`config.mk`:
```
export PLATFORM = sky130hd
export DESIGN_NAME = rcc_rst_seq
export DESIGN_NICKNAME = d
export VERILOG_FILES = /design/src/rtl/rcc_pkg.sv /design/src/rtl/rcc_rst_chan.sv /design/src/rtl/rcc_rst_seq.sv
export SDC_FILE = /design/constraint.sdc
export NUM_CORES = 1
export LEC_CHECK = 0
export CAP_MARGIN = 5
export CORE_AREA = 3 3 124 126
export CTS_CLUSTER_DIAMETER = 50
export DETAILED_ROUTE_END_ITERATION = 7
export DIE_AREA = 0 0 127 129
export PLACE_DENSITY = 0.56
export SLEW_MARGIN = 20
export SYNTH_ARGS = -nofsm -noshare
export SYNTH_HDL_FRONTEND = slang
export SYNTH_SLANG_ARGS = --single-unit
```
`constraint.sdc`:
```
create_clock -name clk -period 2.3 [get_ports clk]
set_input_delay 0.46 -clock clk [delete_from_list [all_inputs] [get_ports clk]]
set_output_delay 0.46 -clock clk [all_outputs]
set_load 0.01 [all_outputs]
```
`src/rtl/rcc_pkg.sv`:
```
// Shared encodings and helpers for the RCC multi-domain reset sequencer.
package rcc_pkg;

  localparam logic [1:0] RST_HOLD    = 2'd0;
  localparam logic [1:0] WAIT_PARENT = 2'd1;
  localparam logic [1:0] CLK_WAIT    = 2'd2;
  localparam logic [1:0] RUN         = 2'd3;

  // Widest packed per-domain vector the field helper accepts.
  localparam int unsigned MAX_VEC_W = 1024;

  // Field idx of width w (w <= 32) from a packed per-domain duration vector.
  function automatic int unsigned field_get(input logic [MAX_VEC_W-1:0] vec,
                                            input int unsigned           idx,
                                            input int unsigned           w);
    logic [MAX_VEC_W-1:0] shifted;
    logic [63:0]          mask;
    shifted = vec >> (idx * w);
    mask    = (64'd1 << w) - 64'd1;
    return shifted[31:0] & mask[31:0];
  endfunction

endpackage

```
`src/rtl/rcc_rst_chan.sv`:
```
// One reset domain: reset hold counter, optional parent gating and clock-on delay.
// Outputs are registered copies of the next-state decode.
module rcc_rst_chan
  import rcc_pkg::*;
#(
  parameter int unsigned CntW   = 8,
  parameter int unsigned RstDur = 10,
  parameter int unsigned ClkDly = 8
) (
  input  logic clk,
  input  logic rst,
  input  logic req,
  input  logic parent_ok,
  output logic dom_rst,
  output logic clk_en,
  output logic ready,
  output logic ready_nxt
);

  // A zero hold duration still holds reset for one cycle.
  localparam logic [CntW-1:0] HoldLast = CntW'((RstDur == 0) ? 32'd0 : RstDur - 1);
  localparam logic [CntW-1:0] DlyLast  = CntW'((ClkDly == 0) ? 32'd0 : ClkDly - 1);
  localparam logic            DlyZero  = (ClkDly == 0);

  logic [1:0]      state_q, state_d;
  logic [CntW-1:0] cnt_q, cnt_d, cnt_inc;
  logic            rst_q, rst_d;
  logic            run_q, run_d;

  assign cnt_inc = (&cnt_q) ? cnt_q : cnt_q + 1'b1;

  always_comb begin
    state_d = state_q;
    cnt_d   = cnt_q;
    if (req) begin
      state_d = RST_HOLD;
      cnt_d   = '0;
    end else begin
      unique case (state_q)
        RST_HOLD: begin
          if (cnt_q == HoldLast) begin
            state_d = parent_ok ? CLK_WAIT : WAIT_PARENT;
            cnt_d   = '0;
          end else begin
            cnt_d = cnt_inc;
          end
        end
        WAIT_PARENT: begin
          if (parent_ok) begin
            state_d = CLK_WAIT;
            cnt_d   = '0;
          end
        end
        CLK_WAIT: begin
          if (!parent_ok) begin
            state_d = RST_HOLD;
            cnt_d   = '0;
          end else if (DlyZero || cnt_q == DlyLast) begin
            state_d = RUN;
            cnt_d   = '0;
          end else begin
            cnt_d = cnt_inc;
          end
        end
        RUN: begin
          if (!parent_ok) begin
            state_d = RST_HOLD;
            cnt_d   = '0;
          end
        end
        default: begin
          state_d = RST_HOLD;
          cnt_d   = '0;
        end
      endcase
    end
  end

  assign rst_d = (state_d == RST_HOLD) || (state_d == WAIT_PARENT);
  assign run_d = (state_d == RUN);

  always_ff @(posedge clk or posedge rst) begin
    if (rst) begin
      state_q <= RST_HOLD;
      cnt_q   <= '0;
      rst_q   <= 1'b1;
      run_q   <= 1'b0;
    end else begin
      state_q <= state_d;
      cnt_q   <= cnt_d;
      rst_q   <= rst_d;
      run_q   <= run_d;
    end
  end

  assign dom_rst   = rst_q;
  assign clk_en    = run_q;
  assign ready     = run_q;
  assign ready_nxt = run_d;

endmodule

```
`src/rtl/rcc_rst_seq.sv`:
```
// Multi-domain reset / clock-enable sequencer: NUM_DOM independent channels, each with
// its own hold time and clock-on delay, optionally chained to the previous domain.
module rcc_rst_seq
  import rcc_pkg::*;
#(
  parameter int unsigned                NUM_DOM    = 6,
  parameter int unsigned                CNT_W      = 8,
  parameter logic [NUM_DOM*CNT_W-1:0]   RST_DUR    = {NUM_DOM{CNT_W'(10)}},
  parameter logic [NUM_DOM*CNT_W-1:0]   CLK_DLY    = {NUM_DOM{CNT_W'(8)}},
  parameter logic [NUM_DOM-1:0]         CHAIN_MASK = '0
) (
  input  logic               clk,
  input  logic               rst,
  input  logic [NUM_DOM-1:0] rst_req,
  output logic [NUM_DOM-1:0] dom_rst,
  output logic [NUM_DOM-1:0] dom_clk_en,
  output logic [NUM_DOM-1:0] dom_ready,
  output logic               busy
);

  logic [NUM_DOM-1:0] parent_ok;
  logic [NUM_DOM-1:0] ready_nxt;
  logic               busy_q;

  for (genvar i = 0; i < NUM_DOM; i++) begin : g_dom
    localparam int unsigned Dur = field_get(MAX_VEC_W'(RST_DUR), unsigned'(i), CNT_W);
    localparam int unsigned Dly = field_get(MAX_VEC_W'(CLK_DLY), unsigned'(i), CNT_W);

    if (i == 0 || !CHAIN_MASK[i]) begin : g_free
      assign parent_ok[i] = 1'b1;
    end else begin : g_chain
      assign parent_ok[i] = dom_ready[i-1];
    end

    rcc_rst_chan #(
      .CntW   (CNT_W),
      .RstDur (Dur),
      .ClkDly (Dly)
    ) u_chan (
      .clk       (clk),
      .rst       (rst),
      .req       (rst_req[i]),
      .parent_ok (parent_ok[i]),
      .dom_rst   (dom_rst[i]),
      .clk_en    (dom_clk_en[i]),
      .ready     (dom_ready[i]),
      .ready_nxt (ready_nxt[i])
    );
  end

  // Built from next-state readiness so busy moves on the same edge as dom_ready.
  always_ff @(posedge clk or posedge rst) begin
    if (rst) begin
      busy_q <= 1'b1;
    end else begin
      busy_q <= ~&ready_nxt;
    end
  end

  assign busy = busy_q;

endmodule

```
Word level (Yosys, flattened, before mapping):

Index checks and enable logic that the tools add are counted.

* output and inout bits: 19
* register bits after elaboration: 73

* add/subtract/negate cells: 6
* reduce and logical (&&, ||, !) cells: 26
* equal/unequal tests: 48
* muxes and demuxes: 54

Operators with widths (count)
* 2-to-1 mux 8 bit: 24
* case mux 8 bit (3 select lines): 6
* adder 8 x 1 -> 8 bit, second input constant: 6
* equality test 8 x 3 -> 1 bit, second input constant: 6
* equality test 8 x 4 -> 1 bit, second input constant: 6
* case mux 2 bit (4 select lines): 6
* AND reduction 8 bit: 6
* equality test 2 bit, second input constant: 18
* 2-to-1 mux 2 bit: 18
* equality test 2 x 1 -> 1 bit, second input constant: 12
* zero test 2 bit: 12
* != test 2 bit, second input constant: 6
* logical OR 1 bit: 6
* AND reduction 6 bit: 1
* zero test 1 bit: 1

Logic depth before layout (Yosys ltp):

Gate-level depths: netlist (run 1).

* depth after elaboration: 7
* mapped depth: 8

By module:

From an unflattened synthesis (run 1), not the netlist that was laid out.

* cells, all modules: 441
* area total of the unflattened synthesis: 4210.3 sq um

By module, submodules not included
* rcc_rst_chan at g_dom[0].u_chan ...: sequential area each 301.5 sq um, instances 5, cells each 72, area an instance 691.9 sq um
* rcc_rst_chan at g_dom[5].u_chan: sequential area each 301.5 sq um, instances 1, cells each 76, area an instance 703.2 sq um
* rcc_rst_seq: sequential area each 26.3 sq um, instances 1, cells each 5, area an instance 47.5 sq um

Worst setup path after synthesis (run 1):

No wires, ideal clock.

* path kind: reg-to-reg
* start point: reg g_dom[5].u_chan.cnt_q[0]
* end point: reg g_dom[5].u_chan.cnt_q[2]
* data required time: 2.222 ns
* period minus slack after synthesis: 2.032 ns
* slack: 0.268 ns
* stages on the path, launching flop included: 7
* arrival: 1.954 ns
* path buffers: 0
* path through: dfrtp_1 ha_1 nand2_1 o31ai_1 a2111oi_1 o21ai_0 a21oi_1

* longest elaborated chain between the ends: 5

Ends and longest elaborated chain
* start, declared: line rcc_rst_chan.sv:26 `logic [CntW-1:0] cnt_q, cnt_d, cnt_inc;`
* start signal, assigned: line rcc_rst_chan.sv:90 `cnt_q <= cnt_d;`
* adder 8 x 1 -> 8 bit / AND reduction 8 bit (equally long branches): line rcc_rst_chan.sv:30 `assign cnt_inc = (&cnt_q) ? cnt_q : cnt_q + 1'b1;`
* 2-to-1 mux 8 bit: line rcc_rst_chan.sv:30
* 2-to-1 mux 8 bit (on tied branches): line rcc_rst_chan.sv:58, rcc_rst_chan.sv:41
* case mux 8 bit (3 select lines) (*): line rcc_rst_chan.sv:39 `unique case (state_q)`
* 2-to-1 mux 8 bit (*): line rcc_rst_chan.sv:35 `if (req) begin`

Mark *: on every way between the ends. The rest lies on a longest branch, timed or not.
A chain may end at the register's enable or synchronous reset.

Final worst setup path (run 1):

* start point: reg g_dom[1].u_chan.cnt_q[5]
* end point: reg g_dom[1].u_chan.cnt_q[1]

* longest elaborated chain between the ends: 5

Ends and longest elaborated chain (line)
* start, declared: rcc_rst_chan.sv:26
* start signal, assigned: rcc_rst_chan.sv:90
* AND reduction 8 bit: rcc_rst_chan.sv:30
* 2-to-1 mux 8 bit: rcc_rst_chan.sv:30
* 2-to-1 mux 8 bit (on tied branches): rcc_rst_chan.sv:58, rcc_rst_chan.sv:41
* case mux 8 bit (3 select lines) (*): rcc_rst_chan.sv:39
* 2-to-1 mux 8 bit (*): rcc_rst_chan.sv:35

Marks and branches as above.

==> flow_summary.yaml, run 1 <==
run_status:
  status: "finished clean"
synthesis:
  ys_ff_latch: 73
  async_flop_share: 1.00
  postSynthAreaPerCell_um2: 9.27
  synth_edf_count: 0
  synth_cells: 464
  synth_fp_nets: 502
  synth_cell_types: 51
  mappedNetlistArea_um2: 4300
  yosys_warnings: 0
  ys.flop_type: "dfrtp_1"
  yosysSeqAreaShare: 0.427
clock_tree:
  clock_latency_ns: 0.34
  clockRootBuffer: "clkbuf_16"
  cts_hold_buf: 0
  path_clk_slew_ns: 0.06
  cts.sinks: 73
  postCtsSetupBuffers: 0
  cts_tree: "built"
  cts-htree-levels: 3
  cts_buffer_depth: 2
  cts_buffers: 9
global_route:
  grt_start_max_net_pins: 74
  grt_pass1_wl_mm: 15.0
  grt_pass1_vias: 3297
  grt_usage: 0.111
  grt_antenna_before_repair: 0
  overflow: 0
critical_path:
  r2r-start: "g_dom[1].u_chan.cnt_q[5]"
  cp_top_family: "compound AO/OA/AOI/OAI gates"
  worstSetupStartpointType: "flop"
  crit_path_max_incr_delay_ns: 0.62
  reg2reg_to: "g_dom[1].u_chan.cnt_q[1]"
  crit_end: "g_dom[1].u_chan.cnt_q[1]"
  critical_path.startpoint: "g_dom[1].u_chan.cnt_q[5]"
  slowest_stage: "or4_1"
  path_buf_inv: 0
  cp.required_ns: 2.50
  cp_max_fo: 14
  r2r_slack_ns: 0.16
  path_cells: "or4_1 > o311ai_2 > a211oi_4 > a21boi_0 > o22ai_1"
  worst_ep_arrival_time_ns: 2.34
  cp.depth: 5
  worst_setup_path_end_kind: "flop"
  r2r_cells: 5
  path_class: "flop to flop"
power_and_ir_drop:
  p_leak_nw: 2.19
  max-vdd-ir-drop_mv: 0.362
  cellPowerDensity_nw_per_um2: 891
route:
  remaining_drc_errors: 0
  num_vias: 3419
  routedWlPerCell_um: 12.7
  antenna_left: 0
  viasPerCell: 5.04
  firstDrtPassIters: 4
  routed_wl_mm: 8.58
  drtIter0Drc: 215
sta:
  fin_crit_sh: 0.928
  finalHoldViolations: 0
  min_period_ns: 2.14
  tightestPinTransition_ns: 0.623
  fmax_mhz: 468
  final-max-slew-violation-count: 0
  maxSlewHeadroom: 0.584
  fin_skew_ns: 0.00825
  finalSetupViolCount: 0
place:
  gp_congestion: 0.764
  hpwl_mm: 6.13
  placed_area_um2: 4740
  io_buffers: 26
worst_hold_path:
  hp-class: "flop to flop"
die:
  die_height_um: 129
  die_w_um: 127
  io_pins: 27
  core-area_um2: 14400
  rows: 44
  initial_core_util: 0.298
  die_area_um2: 16400
finish:
  syn2layout_area_growth_pct: 18.7
  drive_gt1_frac: 0.101
  final_cell_area_um2: 5100
  nets: 527
  final_core_util: 0.354
  fillers: 1458
  n_antenna_cell: 0
job:
  maxCapViolations: 0
kinds of logic (layout without fill, tap and decap cells):
kind of cell | Yosys count | in the layout | share of synthesized area
AND/OR/NAND/NOR | 169 | 169 | 0.199
AO/OA/AOI/OAI | 115 | 115 | 0.180
flip-flops | 73 | 73 | 0.427
buffers and inverters | 57 | 87 | 0.0658
adder cells (fa/ha/maj) | 30 | 30 | 0.0873
XOR/XNOR | 19 | 19 | 0.0387
multiplexers | 1 | 1 | 0.00233
state kept, by name, indices dropped and copies added (netlist names):
register	cells
busy	1
g_dom.u_chan.clk_en	6
g_dom.u_chan.cnt_q	48
g_dom.u_chan.dom_rst	6
g_dom.u_chan.state_q	12
metrics by stage:
step	total power, W	std cells	setup slack [ns]	hold WS, ns	setup TNS, ns
after floorplan	0.00270	464	0.268	0.459	0
final	0.00454	678	0.165	0.511	0
after global placement	0.00298	662	-0.212	0.490	-1.15
after global routing	0.00487	678	-0.00970	0.549	-0.00970
after CTS	0.00460	678	0.0780	0.509	0
after detailed placement	0.00305	662	0.0119	0.497	0
synthesized netlist by cell type, drive strengths merged (5+ instances only):
master / instances / area [µm²]
or3: 6 / 37.5
and3: 8 / 50.1
nor2b: 11 / 68.8
inv: 33 / 124
xor2: 14 / 123
buf: 19 / 140
xnor2: 5 / 43.8
nor2: 43 / 161
o21ai: 8 / 40.0
a31o: 5 / 43.8
a211oi: 11 / 82.6
a21oi: 37 / 185
a31oi: 16 / 100
ha: 30 / 375
nand2b: 7 / 43.8
nand2: 35 / 131
nand4: 12 / 75.1
or4: 6 / 48.8
dfstp: 7 / 184
o21bai: 6 / 45.0
dfrtp: 66 / 1650
nand3: 19 / 95.1
nor3: 9 / 45.0
o31ai: 11 / 82.6
clkbuf: 5 / 18.8
routing by layer:
metal	vias up	routed length, µm	global-route usage
li1	1712	-	-
met1	1654	4310	0.148
met2	46	3910	0.171
met3	7	290	0.0270
met4	0	72	0.0492
met5	-	0	0
placed cells by master, fill, tap and decap left out, types with 6 or more instances in the layout:
cell and instances:
dfrtp_1 66, nor2_1 43, a21oi_1 37, nand2_1 35, inv_1 32, ha_1 30
clkdlybuf4s50_1 26, nand3_1 19, a31oi_1 16, xor2_1 14, nand4_1 12, nor2b_1 11
o31ai_1 11, buf_4 11, a211oi_1 9, nor3_1 9, clkbuf_16 9, o21ai_0 8
and3_1 8, nand2b_1 7, dfstp_2 7, o21bai_1 6, or3_1 6
worst register-to-register path, delay by kind of cell, from the launching register on:
family | cells | cell delay [ns]
compound gates | 4 | 0.95
flops | 1 | 0.42
simple gates | 1 | 0.62
how the worst min path moves through the flow:
stage | endpoint | slack [ns] | from | depth (start not counted)
3_5_place_dp | g_dom[2].u_chan.cnt_q[5] | 0.50 | g_dom[2].u_chan.cnt_q[5] | 1
5_1_grt | g_dom[2].u_chan.cnt_q[5] | 0.55 | g_dom[2].u_chan.cnt_q[5] | 1
6_report | g_dom[2].u_chan.cnt_q[5] | 0.51 | g_dom[2].u_chan.cnt_q[5] | 1
4_1_cts | g_dom[2].u_chan.cnt_q[5] | 0.51 | g_dom[2].u_chan.cnt_q[5] | 1
3_3_place_gp | g_dom[2].u_chan.cnt_q[5] | 0.49 | g_dom[2].u_chan.cnt_q[5] | 1
2_1_floorplan | g_dom[2].u_chan.cnt_q[5] | 0.46 | g_dom[2].u_chan.cnt_q[5] | 1
final cells by class:
| class | instances | area, µm² | share of cell area |
|---|---|---|---|
| tap | 184 | 230 | 0.0451 |
| timing repair buffer | 38 | 363 | 0.0711 |
| inverter | 33 | 128 | 0.0250 |
| clock buffer | 9 | 225 | 0.0442 |
| multi-input combinational | 334 | 2220 | 0.436 |
| sequential | 73 | 1840 | 0.360 |
| clock inverter | 7 | 95.1 | 0.0186 |
what timing repair did:
item,CTS,global route
pin swaps,0,0
gates resized for setup,1,7
endpoints found under the setup margin,1,13
report_power, final:
part | switching [W] | internal (W)
Sequential | 0.000211 | 0.00151
Combinational | 0.000724 | 0.000600
Clock | 0.000547 | 0.000948
Total | 0.00148 | 0.00306
Note: power is estimated with default switching activity, not from simulation.
==> run 2, diff against run 1 <==
--- a/config.mk
+++ b/config.mk
@@ -10,7 +10,7 @@
 export CTS_CLUSTER_DIAMETER = 50
 export DETAILED_ROUTE_END_ITERATION = 7
 export DIE_AREA = 0 0 127 129
-export PLACE_DENSITY = 0.56
+export PLACE_DENSITY = 0.55
 export SLEW_MARGIN = 20
 export SYNTH_ARGS = -nofsm -noshare
 export SYNTH_HDL_FRONTEND = slang
==> constraint.sdc (replaced) <==
create_clock -name clk -period 2.1 [get_ports clk]
set_input_delay 0.42 -clock clk [delete_from_list [all_inputs] [get_ports clk]]
set_output_delay 0.42 -clock clk [all_outputs]
set_load 0.01 [all_outputs]
==> run 2 against run 1 <==
Register-to-register slack worse by 0.15 ns; highest routed layer unchanged; clock-buffer cell count stayed put; die area stayed put; sequential share of layout area is 1.4 points lower.
==> flow_summary.yaml, run 2 (synthesized netlist as in run 1, its figures left out) <==
global_route:
  grt_pass1_vias: 3427
  grt_usage: 0.115
  grt_antenna_before_repair: 0
  overflow: 0
  grt_pass1_wl_mm: 15.6
  grt_start_max_net_pins: 74
critical_path:
  r2r_slack_ns: 0.01
  crit_end: "busy"
  cp.required_ns: 2.34
  worst_ep_arrival_time_ns: 2.33
  reg2reg_to: "busy"
  r2r_cells: 5
  cp_max_fo: 4
  path_class: "flop to flop"
  critical_path.startpoint: "g_dom[0].u_chan.cnt_q[4]"
  crit_path_max_incr_delay_ns: 0.56
  slowest_stage: "or4_4"
  r2r-start: "g_dom[0].u_chan.cnt_q[4]"
  worst_setup_path_end_kind: "flop"
  path_cells: "or4_4 > or3_1 > a31o_2 > nor4b_4 > nand4_1"
  worstSetupStartpointType: "flop"
sta:
  maxSlewHeadroom: 0.535
  fin_tns_setup_ns: 0
  fmax_mhz: 479
  finalHoldViolations: 0
  finalSetupViolCount: 0
  hold_ws_ns: 0.533
  fin_skew_ns: 0.00748
  final-max-slew-violation-count: 0
  min_period_ns: 2.09
  fin_crit_sh: 0.994
  rsz0062_at_grt: "true"
  tightestPinTransition_ns: 0.696
clock_tree:
  cts_buffer_depth: 2
  postCtsSetupBuffers: 0
  cts_hold_buf: 0
  clock_latency_ns: 0.33
  cts_buffers: 9
  cts-htree-levels: 3
  cts.sinks: 73
  clockRootBuffer: "clkbuf_16"
  path_clk_slew_ns: 0.06
  cts_tree: "built"
power_and_ir_drop:
  cellPowerDensity_nw_per_um2: 940
  p_leak_nw: 2.32
  total_power_w: 0.00499
  max-vdd-ir-drop_mv: 0.408
finish:
  fin_cells: 704
  final_cell_mix: "dfrtp_1, nor2_1, a21oi_1, buf_4, nand2_1"
  largest_reg_flops: 48
  drive_gt1_frac: 0.152
  n_antenna_cell: 0
  final_common_cell: "dfrtp_1"
  layout.area.seq_um2: 1840
  top_register: "g_dom.u_chan.cnt_q"
  nets: 553
  syn2layout_area_growth_pct: 23.4
  multi_input_area_um2: 2260
  final_core_util: 0.368
  reg.largest.list: "g_dom.u_chan.cnt_q x48, g_dom.u_chan.state_q x12"
  fillers: 1424
die:
  die_area_um2: 16400
  die_height_um: 129
  io_pins: 27
  die_w_um: 127
  core-area_um2: 14400
  initial_core_util: 0.298
  rows: 44
route:
  firstDrtPassIters: 4
  wl_met3_um: 319
  wl_met2_mm: 4.20
  viasPerCell: 5.02
  met1Wirelength_mm: 4.30
  remaining_drc_errors: 0
  drtIter0Drc: 255
  maxUsedRoutingLayer: "met4"
  routedWlPerCell_um: 12.8
  routed_wl_mm: 8.99
  antenna_left: 0
  num_vias: 3535
place:
  io_buffers: 26
  dpl.cell_count: 688
  gp_congestion: 0.822
  hpwl_mm: 6.53
worst_hold_path:
  hp-class: "flop to flop"
job:
  maxCapViolations: 0
run_status:
  status: "finished clean"
-- run 2: through the flow --
stage               instance area (µm²)  worst slack, ns
CTS                                5250          0.00263
finish                             5300           0.0130
global placement                   4930           -0.273
floorplan                          4300           0.0678
detailed placement                 4930           -0.329
global route                       5300          -0.0755
-- run 2: power breakdown --
group / switching [W] / total, W / internal, W
clock network: 0.000608 / 0.00152 / 0.000917
logic: 0.000824 / 0.00156 / 0.000741
registers: 0.000237 / 0.00190 / 0.00166
-- run 2: final cells by class --
class,count,area share
clock buffers,9,0.0425
clock inverters,7,0.0134
inverters,33,0.0241
multi-input cells,334,0.425
flip-flops and latches,73,0.346
well taps,184,0.0434
repair buffers,64,0.105
-- run 2: how the worst min path moves through the flow --
stage | start | to | slack, ns | cells after the start
after floorplan | g_dom[2].u_chan.cnt_q[5] | g_dom[2].u_chan.cnt_q[5] | 0.46 | 1
after global placement | g_dom[2].u_chan.cnt_q[5] | g_dom[2].u_chan.cnt_q[5] | 0.50 | 1
after detailed placement | g_dom[2].u_chan.cnt_q[5] | g_dom[2].u_chan.cnt_q[5] | 0.51 | 1
after CTS | g_dom[2].u_chan.cnt_q[5] | g_dom[2].u_chan.cnt_q[5] | 0.52 | 1
after global routing | g_dom[2].u_chan.cnt_q[5] | g_dom[2].u_chan.cnt_q[5] | 0.56 | 1
final | g_dom[2].u_chan.cnt_q[5] | g_dom[2].u_chan.cnt_q[5] | 0.53 | 1
-- run 2: critical path: cells and delay by family (launching register included) --
family           cells  cell delay (ns)
flip-flops           1             0.39
AO/OA/AOI/OAI        1             0.32
AND/OR/NAND/NOR      4             1.29
-- run 2: what timing repair did --
action,4_1_cts,5_1_grt
endpoints found under the setup margin,14,20
pin swaps,1,2
gates resized for setup,5,10
-- run 2: routing by layer --
metal,up-vias,GRT usage
met4,0,0.0517
met5,-,0
li1,1765,-
met3,14,0.0241
met1,1703,0.150
met2,53,0.185
